--- src/rtl/instr_fetch_unit_if.sv ---
// Fetch-stage bus: instruction memory request/ack and the
// valid/ready instruction hand-off with next-PC selection.
interface instr_fetch_unit_if;
    logic        imem_req;
    logic [31:0] imem_addr;
    logic        imem_ack;
    logic [31:0] imem_rdata;
    logic [31:0] instr;
    logic [31:0] pc;
    logic [31:0] pc_plus4;
    logic        instr_valid;
    logic        instr_ready;
    logic [1:0]  pc_src;
    logic [31:0] branch_target;
    logic [31:0] jalr_target;
    logic        misalign_err;

    modport master (
        output imem_req, imem_addr, instr, pc, pc_plus4,
        output instr_valid, misalign_err,
        input  imem_ack, imem_rdata, instr_ready, pc_src,
        input  branch_target, jalr_target
    );

    modport slave (
        input  imem_req, imem_addr, instr, pc, pc_plus4,
        input  instr_valid, misalign_err,
        output imem_ack, imem_rdata, instr_ready, pc_src,
        output branch_target, jalr_target
    );
endinterface

--- src/rtl/instr_fetch_unit.sv ---
// Fetch stage: holds the PC, fetches over req/ack and hands the
// instruction to the decoder; misaligned next-PC halts fetch.
module instr_fetch_unit #(
    parameter logic [31:0] RESET_PC  = 32'h0000_0000,
    parameter logic [31:0] NOP_INSTR = 32'h0000_0013
) (
    input logic                clk,
    input logic                reset,
    instr_fetch_unit_if.master bus
);
    typedef enum logic [1:0] {
        REQ  = 2'd0,
        HOLD = 2'd1,
        ERR  = 2'd2
    } state_t;

    state_t      state_q, state_d;
    logic [31:0] pc_q, pc_d;
    logic [31:0] instr_q, instr_d;
    logic        req_q, req_d;
    logic        valid_q, valid_d;
    logic        err_q, err_d;
    logic [31:0] npc;
    logic        unused_jalr_lsb;

    assign unused_jalr_lsb = bus.jalr_target[0];

    always_comb begin
        case (bus.pc_src)
            2'b01:   npc = bus.branch_target;
            2'b10:   npc = {bus.jalr_target[31:1], 1'b0};
            default: npc = pc_q + 32'd4;
        endcase
    end

    always_comb begin
        state_d = state_q;
        pc_d    = pc_q;
        instr_d = instr_q;
        req_d   = req_q;
        valid_d = valid_q;
        err_d   = err_q;
        unique case (state_q)
            REQ: begin
                // req is low only in the first cycle out of reset
                if (!req_q) begin
                    req_d = 1'b1;
                end else if (bus.imem_ack) begin
                    instr_d = bus.imem_rdata;
                    valid_d = 1'b1;
                    req_d   = 1'b0;
                    state_d = HOLD;
                end
            end
            HOLD: begin
                if (bus.instr_ready) begin
                    valid_d = 1'b0;
                    if (npc[1:0] != 2'b00) begin
                        err_d   = 1'b1;
                        state_d = ERR;
                    end else begin
                        pc_d    = npc;
                        instr_d = NOP_INSTR;
                        req_d   = 1'b1;
                        state_d = REQ;
                    end
                end
            end
            ERR: begin
                req_d   = 1'b0;
                valid_d = 1'b0;
                err_d   = 1'b1;
            end
            default: begin
                req_d   = 1'b0;
                valid_d = 1'b0;
                err_d   = 1'b1;
                state_d = ERR;
            end
        endcase
    end

    always_ff @(posedge clk) begin
        if (reset) begin
            state_q <= REQ;
            pc_q    <= RESET_PC;
            instr_q <= NOP_INSTR;
            req_q   <= 1'b0;
            valid_q <= 1'b0;
            err_q   <= 1'b0;
        end else begin
            state_q <= state_d;
            pc_q    <= pc_d;
            instr_q <= instr_d;
            req_q   <= req_d;
            valid_q <= valid_d;
            err_q   <= err_d;
        end
    end

    assign bus.imem_req     = req_q;
    assign bus.imem_addr    = pc_q;
    assign bus.instr        = instr_q;
    assign bus.pc           = pc_q;
    assign bus.pc_plus4     = pc_q + 32'd4;
    assign bus.instr_valid  = valid_q;
    assign bus.misalign_err = err_q;
endmodule

--- src/flat_wrapper.sv ---
// flat-port wrapper written by rule: the top's interface ports become plain ports
module instr_fetch_unit_flat 
#(
    parameter logic [31:0] RESET_PC  = 32'h0000_0000,
    parameter logic [31:0] NOP_INSTR = 32'h0000_0013
)
  (clk, reset, bus_imem_req, bus_imem_addr, bus_instr, bus_pc, bus_pc_plus4, bus_instr_valid, bus_misalign_err, bus_imem_ack, bus_imem_rdata, bus_instr_ready, bus_pc_src, bus_branch_target, bus_jalr_target);
  instr_fetch_unit_if bus_i ();
  input logic clk;
  input logic reset;
  output wire logic [$bits(bus_i.imem_req)-1:0] bus_imem_req;
  output wire logic [$bits(bus_i.imem_addr)-1:0] bus_imem_addr;
  output wire logic [$bits(bus_i.instr)-1:0] bus_instr;
  output wire logic [$bits(bus_i.pc)-1:0] bus_pc;
  output wire logic [$bits(bus_i.pc_plus4)-1:0] bus_pc_plus4;
  output wire logic [$bits(bus_i.instr_valid)-1:0] bus_instr_valid;
  output wire logic [$bits(bus_i.misalign_err)-1:0] bus_misalign_err;
  input wire logic [$bits(bus_i.imem_ack)-1:0] bus_imem_ack;
  input wire logic [$bits(bus_i.imem_rdata)-1:0] bus_imem_rdata;
  input wire logic [$bits(bus_i.instr_ready)-1:0] bus_instr_ready;
  input wire logic [$bits(bus_i.pc_src)-1:0] bus_pc_src;
  input wire logic [$bits(bus_i.branch_target)-1:0] bus_branch_target;
  input wire logic [$bits(bus_i.jalr_target)-1:0] bus_jalr_target;
  assign bus_imem_req = bus_i.imem_req;
  assign bus_imem_addr = bus_i.imem_addr;
  assign bus_instr = bus_i.instr;
  assign bus_pc = bus_i.pc;
  assign bus_pc_plus4 = bus_i.pc_plus4;
  assign bus_instr_valid = bus_i.instr_valid;
  assign bus_misalign_err = bus_i.misalign_err;
  assign bus_i.imem_ack = bus_imem_ack;
  assign bus_i.imem_rdata = bus_imem_rdata;
  assign bus_i.instr_ready = bus_instr_ready;
  assign bus_i.pc_src = bus_pc_src;
  assign bus_i.branch_target = bus_branch_target;
  assign bus_i.jalr_target = bus_jalr_target;
  instr_fetch_unit #(.RESET_PC(RESET_PC), .NOP_INSTR(NOP_INSTR)) u_core (.clk(clk), .reset(reset), .bus(bus_i));
endmodule
--- config.mk ---
export PLATFORM = sky130hd
export DESIGN_NAME = instr_fetch_unit_flat
export DESIGN_NICKNAME = d
export VERILOG_FILES = /design/src/rtl/instr_fetch_unit_if.sv /design/src/rtl/instr_fetch_unit.sv /design/src/flat_wrapper.sv
export SDC_FILE = /design/constraint.sdc
export NUM_CORES = 1
export LEC_CHECK = 0
export CAP_MARGIN = 15
export CORE_ASPECT_RATIO = 0.6
export CORE_MARGIN = 2
export CORE_UTILIZATION = 41
export DETAILED_ROUTE_END_ITERATION = 8
export GPL_ROUTABILITY_DRIVEN = 1
export PLACE_DENSITY = 0.86
export SLEW_MARGIN = 15
export SYNTH_ARGS = -nofsm -noshare
export SYNTH_HDL_FRONTEND = slang
export SYNTH_SLANG_ARGS = --single-unit
--- constraint.sdc ---
create_clock -name clk -period 5.73 [get_ports clk]
set_input_delay 1.719 -clock clk [delete_from_list [all_inputs] [get_ports clk]]
set_output_delay 1.719 -clock clk [all_outputs]
set_load 0.005 [all_outputs]
Word level (Yosys, flattened, before mapping)
Cells that the tools add are included.
- bits in latches: 0
- bits in writable memories: 0
- ROM bits: 0
- flip-flop bits (word level): 69
- memories kept: 0
- reduce and logical (&&, ||, !) cells: 9
- bitwise operators: 3
- equality and inequality tests: 9
- magnitude comparators: 0
- add/subtract/negate cells: 1
- muxes and demuxes: 23
- shift operators: 0
- div/mod/pow operators: 0
- multipliers: 0
- operators with widths (kind ; count):
    32-bit 2-to-1 mux ; 4
    32-bit one-hot mux with 2 select lines ; 2
    32-bit by 3-bit adder with 32-bit output (second input constant) ; 1
    1-bit 2-to-1 mux ; 9
    3-bit AND reduction ; 3
    2-bit 2-to-1 mux ; 4
    2-bit != test (second input constant) ; 3
    1-bit one-hot mux with 2 select lines ; 3
    2-bit one-hot mux with 3 select lines ; 1
    5-bit AND reduction ; 1
    2-bit by 1-bit equality test with 1-bit output (second input constant) ; 2
    2-bit equality test (second input constant) ; 2
    2-bit by 1-bit != test with 1-bit output (second input constant) ; 2
    4-bit AND reduction ; 1
    2-bit nonzero test ; 2
    1-bit NOT ; 3
    2-bit logical NOT ; 1
    2-bit AND reduction ; 1

Longest topological paths before layout
Gate-level depths: netlist of run 1.
- depth in word-level cells: 6
- mapped depth: 9

Worst setup path after synthesis of run 1
Ideal clock, no wire load.
- kind: flip-flop to output port
- from: register u_core.pc_q[2], in the netlist u_core.bus.imem_addr[2]
- to: output port bus_pc_plus4[30]
- arrival: 1.860 ns
- slack: 2.151 ns
- stages on the path, launching flop included: 7
- data required time: 4.011 ns
- path buffers: 1
- path through: dfxtp_1 ha_1 clkbuf_1 and3_1 nand2_1 or4_4 xnor2_1
- cells in the longest elaborated chain, start to end: 1
- ends and longest elaborated chain (what ; line ; text):
    start: declaration ; instr_fetch_unit.sv:18 ; logic [31:0] pc_q, pc_d;
    start signal: assignment ; instr_fetch_unit.sv:93 ; pc_q <= pc_d;
    32-bit by 3-bit adder with 32-bit output ; instr_fetch_unit.sv:105 ; assign bus.pc_plus4 = pc_q + 32'd4;
    end: declaration ; flat_wrapper.sv:15 ; output wire logic [$bits(bus_i.pc_plus4)-1:0] bus_pc_plus4;
Every way passes these cells.

Final worst setup path of run 1
- from: register u_core.pc_q[2], in the netlist u_core.bus.imem_addr[2]
- to: output port bus_pc_plus4[16]
The elaborated chain is that of the path after synthesis.

==> results of run 1 <==
==> through the flow <==
step | cell area, sq um | hold slack, ns | cells | setup slack (ns)
finish | 6460 | 0.475 | 789 | 0.815
global route | 6460 | 0.491 | 789 | 0.641
CTS | 6460 | 0.468 | 789 | 0.828
detailed placement | 6110 | 0.456 | 773 | 1.25
global placement | 6110 | 0.454 | 773 | 1.28
floorplan | 3990 | 0.442 | 481 | 2.15
==> worst min path at each step <==
stage | slack [ns] | depth (start not counted) | start | endpoint
6_report | 0.48 | 2 | u_core.bus.misalign_err$_SDFFE_PP0P_ | u_core.bus.misalign_err$_SDFFE_PP0P_
5_1_grt | 0.49 | 1 | u_core.bus.instr[22]$_SDFFE_PP0P_ | u_core.bus.instr[22]$_SDFFE_PP0P_
4_1_cts | 0.47 | 2 | u_core.bus.misalign_err$_SDFFE_PP0P_ | u_core.bus.misalign_err$_SDFFE_PP0P_
3_5_place_dp | 0.46 | 2 | u_core.bus.misalign_err$_SDFFE_PP0P_ | u_core.bus.misalign_err$_SDFFE_PP0P_
3_3_place_gp | 0.45 | 2 | u_core.bus.misalign_err$_SDFFE_PP0P_ | u_core.bus.misalign_err$_SDFFE_PP0P_
2_1_floorplan | 0.44 | 2 | u_core.bus.misalign_err$_SDFFE_PP0P_ | u_core.bus.misalign_err$_SDFFE_PP0P_
==> kinds of logic after synthesis <==
group,Yosys count,share of synthesized area [%]
AO/OA/AOI/OAI,154,28.5
XOR/XNOR,25,5.49
adder cells (fa/ha/maj),3,0.942
buffers and inverters,86,11.6
flip-flops,69,34.7
multiplexers,1,0.251
AND/OR/NAND/NOR,143,18.6
==> worst max-delay path: cells and delay by family, from the launching register on <==
| kind | cells | cell delay (ns) |
|---|---|---|
| DFF | 1 | 0.52 |
| adders and majority gates | 1 | 0.38 |
| buffers and inverters | 1 | 0.58 |
| xor gates and xnor gates | 1 | 0.22 |
| and+or+nand+nor | 3 | 1.16 |
==> layer usage <==
layer	GRT usage (%)	vias up	share of wire, %
met2	43.4	248	46
li1	-	2122	-
met4	6.85	0	1.2
met5	0	-	0
met3	5.93	23	8.4
met1	35.8	2143	45
==> power groups by stage <==
stage	clock [uW]	sequential [uW]	combinational, uW
final	652	513	226
after global routing	678	515	242
after CTS	658	512	226
after detailed placement	0	522	225
after global placement	0	521	220
after floorplan	0	520	89.2
==> area by class of cell <==
type	count	area [sq um]
clock buffers	9	225
well taps	130	163
clock inverters	7	121
inverters	9	33.8
multi-input cells	326	2160
fillers	756	2870
flip-flops and latches	69	1380
repair buffers	239	2370
==> cells in the final DEF, fill, tap and decap left out, types with 6 or more instances in the layout <==
cell type,synthesis,routed
xnor2_1,16,16
nor2_1,25,25
a22oi_1,12,12
nand2_1,39,39
nor4_1,12,12
a31oi_1,6,6
nand3_1,14,14
a22o_1,34,34
dfxtp_1,69,69
clkdlybuf4s50_1,0,231
inv_1,9,9
nor3_1,11,8
o21ai_0,20,20
clkbuf_16,0,9
and3_1,8,8
xor2_1,9,9
nand4_1,11,11
a221o_1,10,10
buf_4,34,8
a21oi_1,32,32
==> sequential cells by signal (all words and copies together), names as in the netlist <==
signal,flops
u_core.state_q,2
u_core.bus.imem_req,1
u_core.bus.misalign_err,1
u_core.bus.instr_valid,1
u_core.bus.imem_addr,32
u_core.bus.instr,32
==> results_dict.tcl, run 1 <==
set metrics [dict create \
    hold_buffers 0 \
    crit_path_start_kind "flip-flop" \
    antenna_found_initial 0 \
    dr.first_iter.drc_count 396 \
    grt_pass1_wl_mm 22.3 \
    finalHoldViolCount 0 \
    hp-class "reg -> reg" \
    ioPinCount 233 \
    synth_edf_count 0 \
    p_seq_share_pct 36.9 \
    antenna_left 0 \
    synth_cell_types 51 \
    synth_area_leaders "dfxtp_1 35%, a22o_1 7.5%, buf_4 6.4%, a21oi_1 4.0%, nand2_1 3.7%" \
    die-area_sq_um 10600 \
    worst_ep_required_time_ns 4.01 \
    synth_flop_cell "dfxtp_1" \
    synth_nets 586 \
    regToRegSetupSlack_ns 3.18 \
    setup_violations 0 \
    worstPathCellList "ha_1, nand3_1, nor3_1, and3_1, xor2_1, clkdlybuf4s50_1" \
    cts.repair_timing.setup_buffer_count 0 \
    critPathKind "reg -> out" \
    vdd_ir_drop_max_mv 0.145 \
    slew_headroom_pct 43.7 \
    start_util_pct 42.8 \
    ys_ff_latch 69 \
    r2r-end "u_core.bus.imem_addr[16]$_SDFFE_PP0P_" \
    switching_share_pct 23.9 \
    cts_resized 0 \
    clock-sinks 69 \
    synth_top_area_share_pct 34.7 \
    cts-root-buf "clkbuf_16" \
    max_stage_delay_ns 0.72 \
    diodes 0 \
    netSwitchingPower_uw 332 \
    core_sq_um 9320 \
    htree_levels 3 \
    grt_pass1_vias 4309 \
    dr.pass1.iters 5 \
    drive_above_1_share_pct 5.46 \
    avgSynthCellArea_sq_um 8.29 \
    fin_tns_setup_ns 0 \
    r2r_start "u_core.bus.imem_addr[2]$_SDFFE_PP0P_" \
    clock.fmax_mhz 203 \
    arrival_ns 3.20 \
    clock_latency_ns 0.33 \
    fin_crit_ns 4.92 \
    synthesis.area_sq_um 3990 \
    comb_power_share_pct 16.2 \
    total_power_uw 1390 \
    routed_wl_mm 14.6 \
    crit_path_end "bus_pc_plus4[16]" \
    clk_pin_slew_ns 0.06 \
    cp-end-kind "output port" \
    syn-instance-count 481 \
    drc 0 \
    grt-ovfl-total 0 \
    cts_buffer_depth 2 \
    grt_max_degree 47 \
    final_util_pct 69.3 \
    seq_area_frac_synth_pct 34.7 \
    max_cap_viol_count 0 \
    detail_route.wl_per_cell_microns 18.5 \
    place_congestion 0.851 \
    cts_tree "built" \
    cts_made_buffers 9 \
    synthArstFlopShare_pct 0 \
    port_buffers 231 \
    ys_top_cells_by_count "69 x dfxtp_1, 39 x nand2_1, 34 x a22o_1, 34 x buf_4, 33 x clkbuf_1" \
    crit_path_max_fanout 9 \
    place_hpwl_mm 10.5 \
    clock_power_share_pct 46.9 \
    final.setup_skew_ns 0.00368 \
    area_delta_synth_final_pct 62.0 \
    grt_setup_unrepaired "no" \
    yosys.cell_count.top_type "dfxtp_1" \
    routed-via-count 4536 \
    outcome "finished, final reports clean" \
    p_leak_uw 0.00232 \
    drv_slew 0 \
    dieHeight_microns 80.4 \
    rows 27 \
    power_density_nw_per_um2 215 \
    yosysTopAreaCell "dfxtp_1" \
    cp-startpoint "u_core.bus.imem_addr[2]$_SDFFE_PP0P_" \
    fin_crit_sh_pct 85.8 \
    cp_slowest_cell "nor3_1" \
    viasPerCell 5.75 \
    die_x_microns 131 \
    r2r_cells 6 \
    grt_util_all_layers_pct 26.6 \
    final_nets 759 \
    p_int_uw 1060 \
    yosysWarnings 0 \
    worstMarginPinSlew_ns 0.838 \
]
Note: power is estimated with default switching activity, not from simulation.
==> run 2, diff against run 1 <==
CTS_CLUSTER_DIAMETER = 200   (was unset)
TNS_END_PERCENT = 30   (was unset)
==> results of run 2 <==
No change in the layout: final DEF, timing and power equal those of run 1.
==> run 3, diff against run 2 <==
REMOVE_ABC_BUFFERS = 1   (was unset)
==> run 3 against run 2 <==
Effect of this change: utilization shrank 0.40 points; global-route usage rose by 1.1 points; setup slack gained 0.074 ns; first-iteration DRC count down 19%; combinational power grew 2%.
==> results_dict.tcl, run 3 (synthesis gave the netlist of run 1 again) <==
set metrics [dict create \
    grt_util_all_layers_pct 27.6 \
    cts-root-buf "clkbuf_16" \
    arrival_ns 3.12 \
    diodes 0 \
    netSwitchingPower_uw 315 \
    htree_levels 3 \
    cts_buffer_depth 2 \
    fin_cells 791 \
    drc 0 \
    grt_max_degree 49 \
    power_density_nw_per_um2 198 \
    routed-via-count 4492 \
    dr.pass1.iters 5 \
    cts_made_buffers 9 \
    cp_slowest_cell "dfxtp_1" \
    start_util_pct 42.8 \
    r2r_cells 6 \
    fin_crit_sh_pct 84.5 \
    crit_path_end "bus_pc_plus4[24]" \
    final.setup_skew_ns 0.00638 \
    area_delta_synth_final_pct 61.1 \
    grt_setup_unrepaired "no" \
    antenna_left 0 \
    finalHoldViolCount 0 \
    drive_above_1_share_pct 5.75 \
    place_inst 776 \
    clk_pin_slew_ns 0.06 \
    critPathKind "reg -> out" \
    port_buffers 231 \
    fin_crit_ns 4.84 \
    die_x_microns 131 \
    total_power_uw 1270 \
    rows 27 \
    clock-sinks 69 \
    layout_commonest_cell "clkdlybuf4s50_1" \
    detail_route.wl_per_cell_microns 19.5 \
    routed_wl_mm 15.4 \
    setup_violations 0 \
    regToRegSetupSlack_ns 3.16 \
    antenna_found_initial 0 \
    design_area_sq_um 6420 \
    crit_path_start_kind "flip-flop" \
    outcome "finished, final reports clean" \
    grt_pass1_wl_mm 22.8 \
    vdd_ir_drop_max_mv 0.173 \
    clock_latency_ns 0.33 \
    worstMarginPinSlew_ns 0.888 \
    viasPerCell 5.68 \
    grt_pass1_vias 4154 \
    cts_tree "built" \
    p_leak_uw 0.00230 \
    cp-end-kind "output port" \
    worst_ep_required_time_ns 4.01 \
    place_area_sq_um 6130 \
    die-area_sq_um 10600 \
    worstPathCellList "ha_1, and3_1, nand3_1, nor2_1, and3_1, xor2_1, clkdlybuf4s50_1" \
    core_sq_um 9320 \
    place_congestion 0.863 \
    max_cap_viol_count 0 \
    dr.first_iter.drc_count 319 \
    clock_power_share_pct 41.6 \
    r2r_start "u_core.bus.imem_addr[2]$_SDFFE_PP0P_" \
    p_seq_share_pct 40.3 \
    max_stage_delay_ns 0.55 \
    r2r-end "u_core.bus.imem_addr[30]$_SDFFE_PP0P_" \
    clock.fmax_mhz 207 \
    ioPinCount 233 \
    fin_tns_setup_ns 0 \
    cts.repair_timing.setup_buffer_count 0 \
    p_int_uw 956 \
    drv_slew 0 \
    cp-startpoint "u_core.bus.imem_addr[2]$_SDFFE_PP0P_" \
    comb_power_share_pct 18.1 \
    hold-worst-slack_ns 0.452 \
    place_hpwl_mm 11.4 \
    cts_resized 0 \
    dieHeight_microns 80.4 \
    slew_headroom_pct 40.8 \
    crit_path_max_fanout 9 \
    hold_buffers 0 \
    hp-class "reg -> reg" \
    layout_common_cells "231 x clkdlybuf4s50_1, 69 x dfxtp_1, 39 x nand2_1, 34 x a22o_1, 32 x a21oi_1" \
    switching_share_pct 24.8 \
    crit_top_cell "and3_1" \
    final_nets 762 \
    grt-ovfl-total 0 \
]
==> run 3: changes by cell type in the layout (fill, tap and decap cells not counted), sizes merged <==
cell      before  now
buf            8   11
bufinv         3    0
clkbuf         9   12
clkinvlp       0    2
inv           11    9
clkinv         2    1
==> run 3: per-layer routing <==
metal	wire length [microns]	global-route usage (%)	vias to the layer above
met5	0	0	-
met2	7080	45.4	248
li1	-	-	2130
met3	1310	7.20	19
met1	6810	36.7	2095
met4	203	6.52	0
==> run 3: how the worst min path moves through the flow <==
stage / to / slack (ns) / depth (start not counted) / from
final: u_core.bus.misalign_err$_SDFFE_PP0P_ / 0.45 / 2 / u_core.bus.misalign_err$_SDFFE_PP0P_
after global routing: u_core.bus.misalign_err$_SDFFE_PP0P_ / 0.47 / 2 / u_core.bus.misalign_err$_SDFFE_PP0P_
after CTS: u_core.bus.misalign_err$_SDFFE_PP0P_ / 0.45 / 2 / u_core.bus.misalign_err$_SDFFE_PP0P_
after detailed placement: u_core.bus.misalign_err$_SDFFE_PP0P_ / 0.44 / 2 / u_core.bus.misalign_err$_SDFFE_PP0P_
after global placement: u_core.bus.misalign_err$_SDFFE_PP0P_ / 0.44 / 2 / u_core.bus.misalign_err$_SDFFE_PP0P_
after floorplan: u_core.bus.misalign_err$_SDFFE_PP0P_ / 0.44 / 2 / u_core.bus.misalign_err$_SDFFE_PP0P_
==> run 3: final cells by class <==
class,instances,area [sq um]
fillers,721,2900
clock buffers,12,267
repair buffers,242,2390
multi-input cells,326,2160
well taps,130,163
flip-flops and latches,69,1380
inverters,9,33.8
clock inverters,3,20.0
==> run 3: power groups by stage <==
stage / Combinational [uW] / Sequential [uW] / Clock, uW
after global routing: 244 / 515 / 556
after global placement: 221 / 521 / 0
final: 230 / 513 / 529
after detailed placement: 227 / 522 / 0
after floorplan: 75.2 / 521 / 0
after CTS: 229 / 512 / 533
==> run 3: worst max-delay path: cells and delay by family, from the launching register on <==
family                   cells  cell delay [ns]
AND/OR/NAND/NOR              4             1.14
adder cells (fa/ha/maj)      1             0.38
buffers and inverters        1             0.54
flip-flops                   1             0.55
XOR/XNOR                     1             0.17
==> run 3: stage by stage <==
stage / setup slack, ns / util (%)
2_1_floorplan: 0.416 / -
3_3_place_gp: 1.12 / 65.8
3_5_place_dp: 1.06 / 65.8
4_1_cts: 0.926 / 68.9
5_1_grt: 0.710 / 68.9
6_report: 0.889 / 68.9
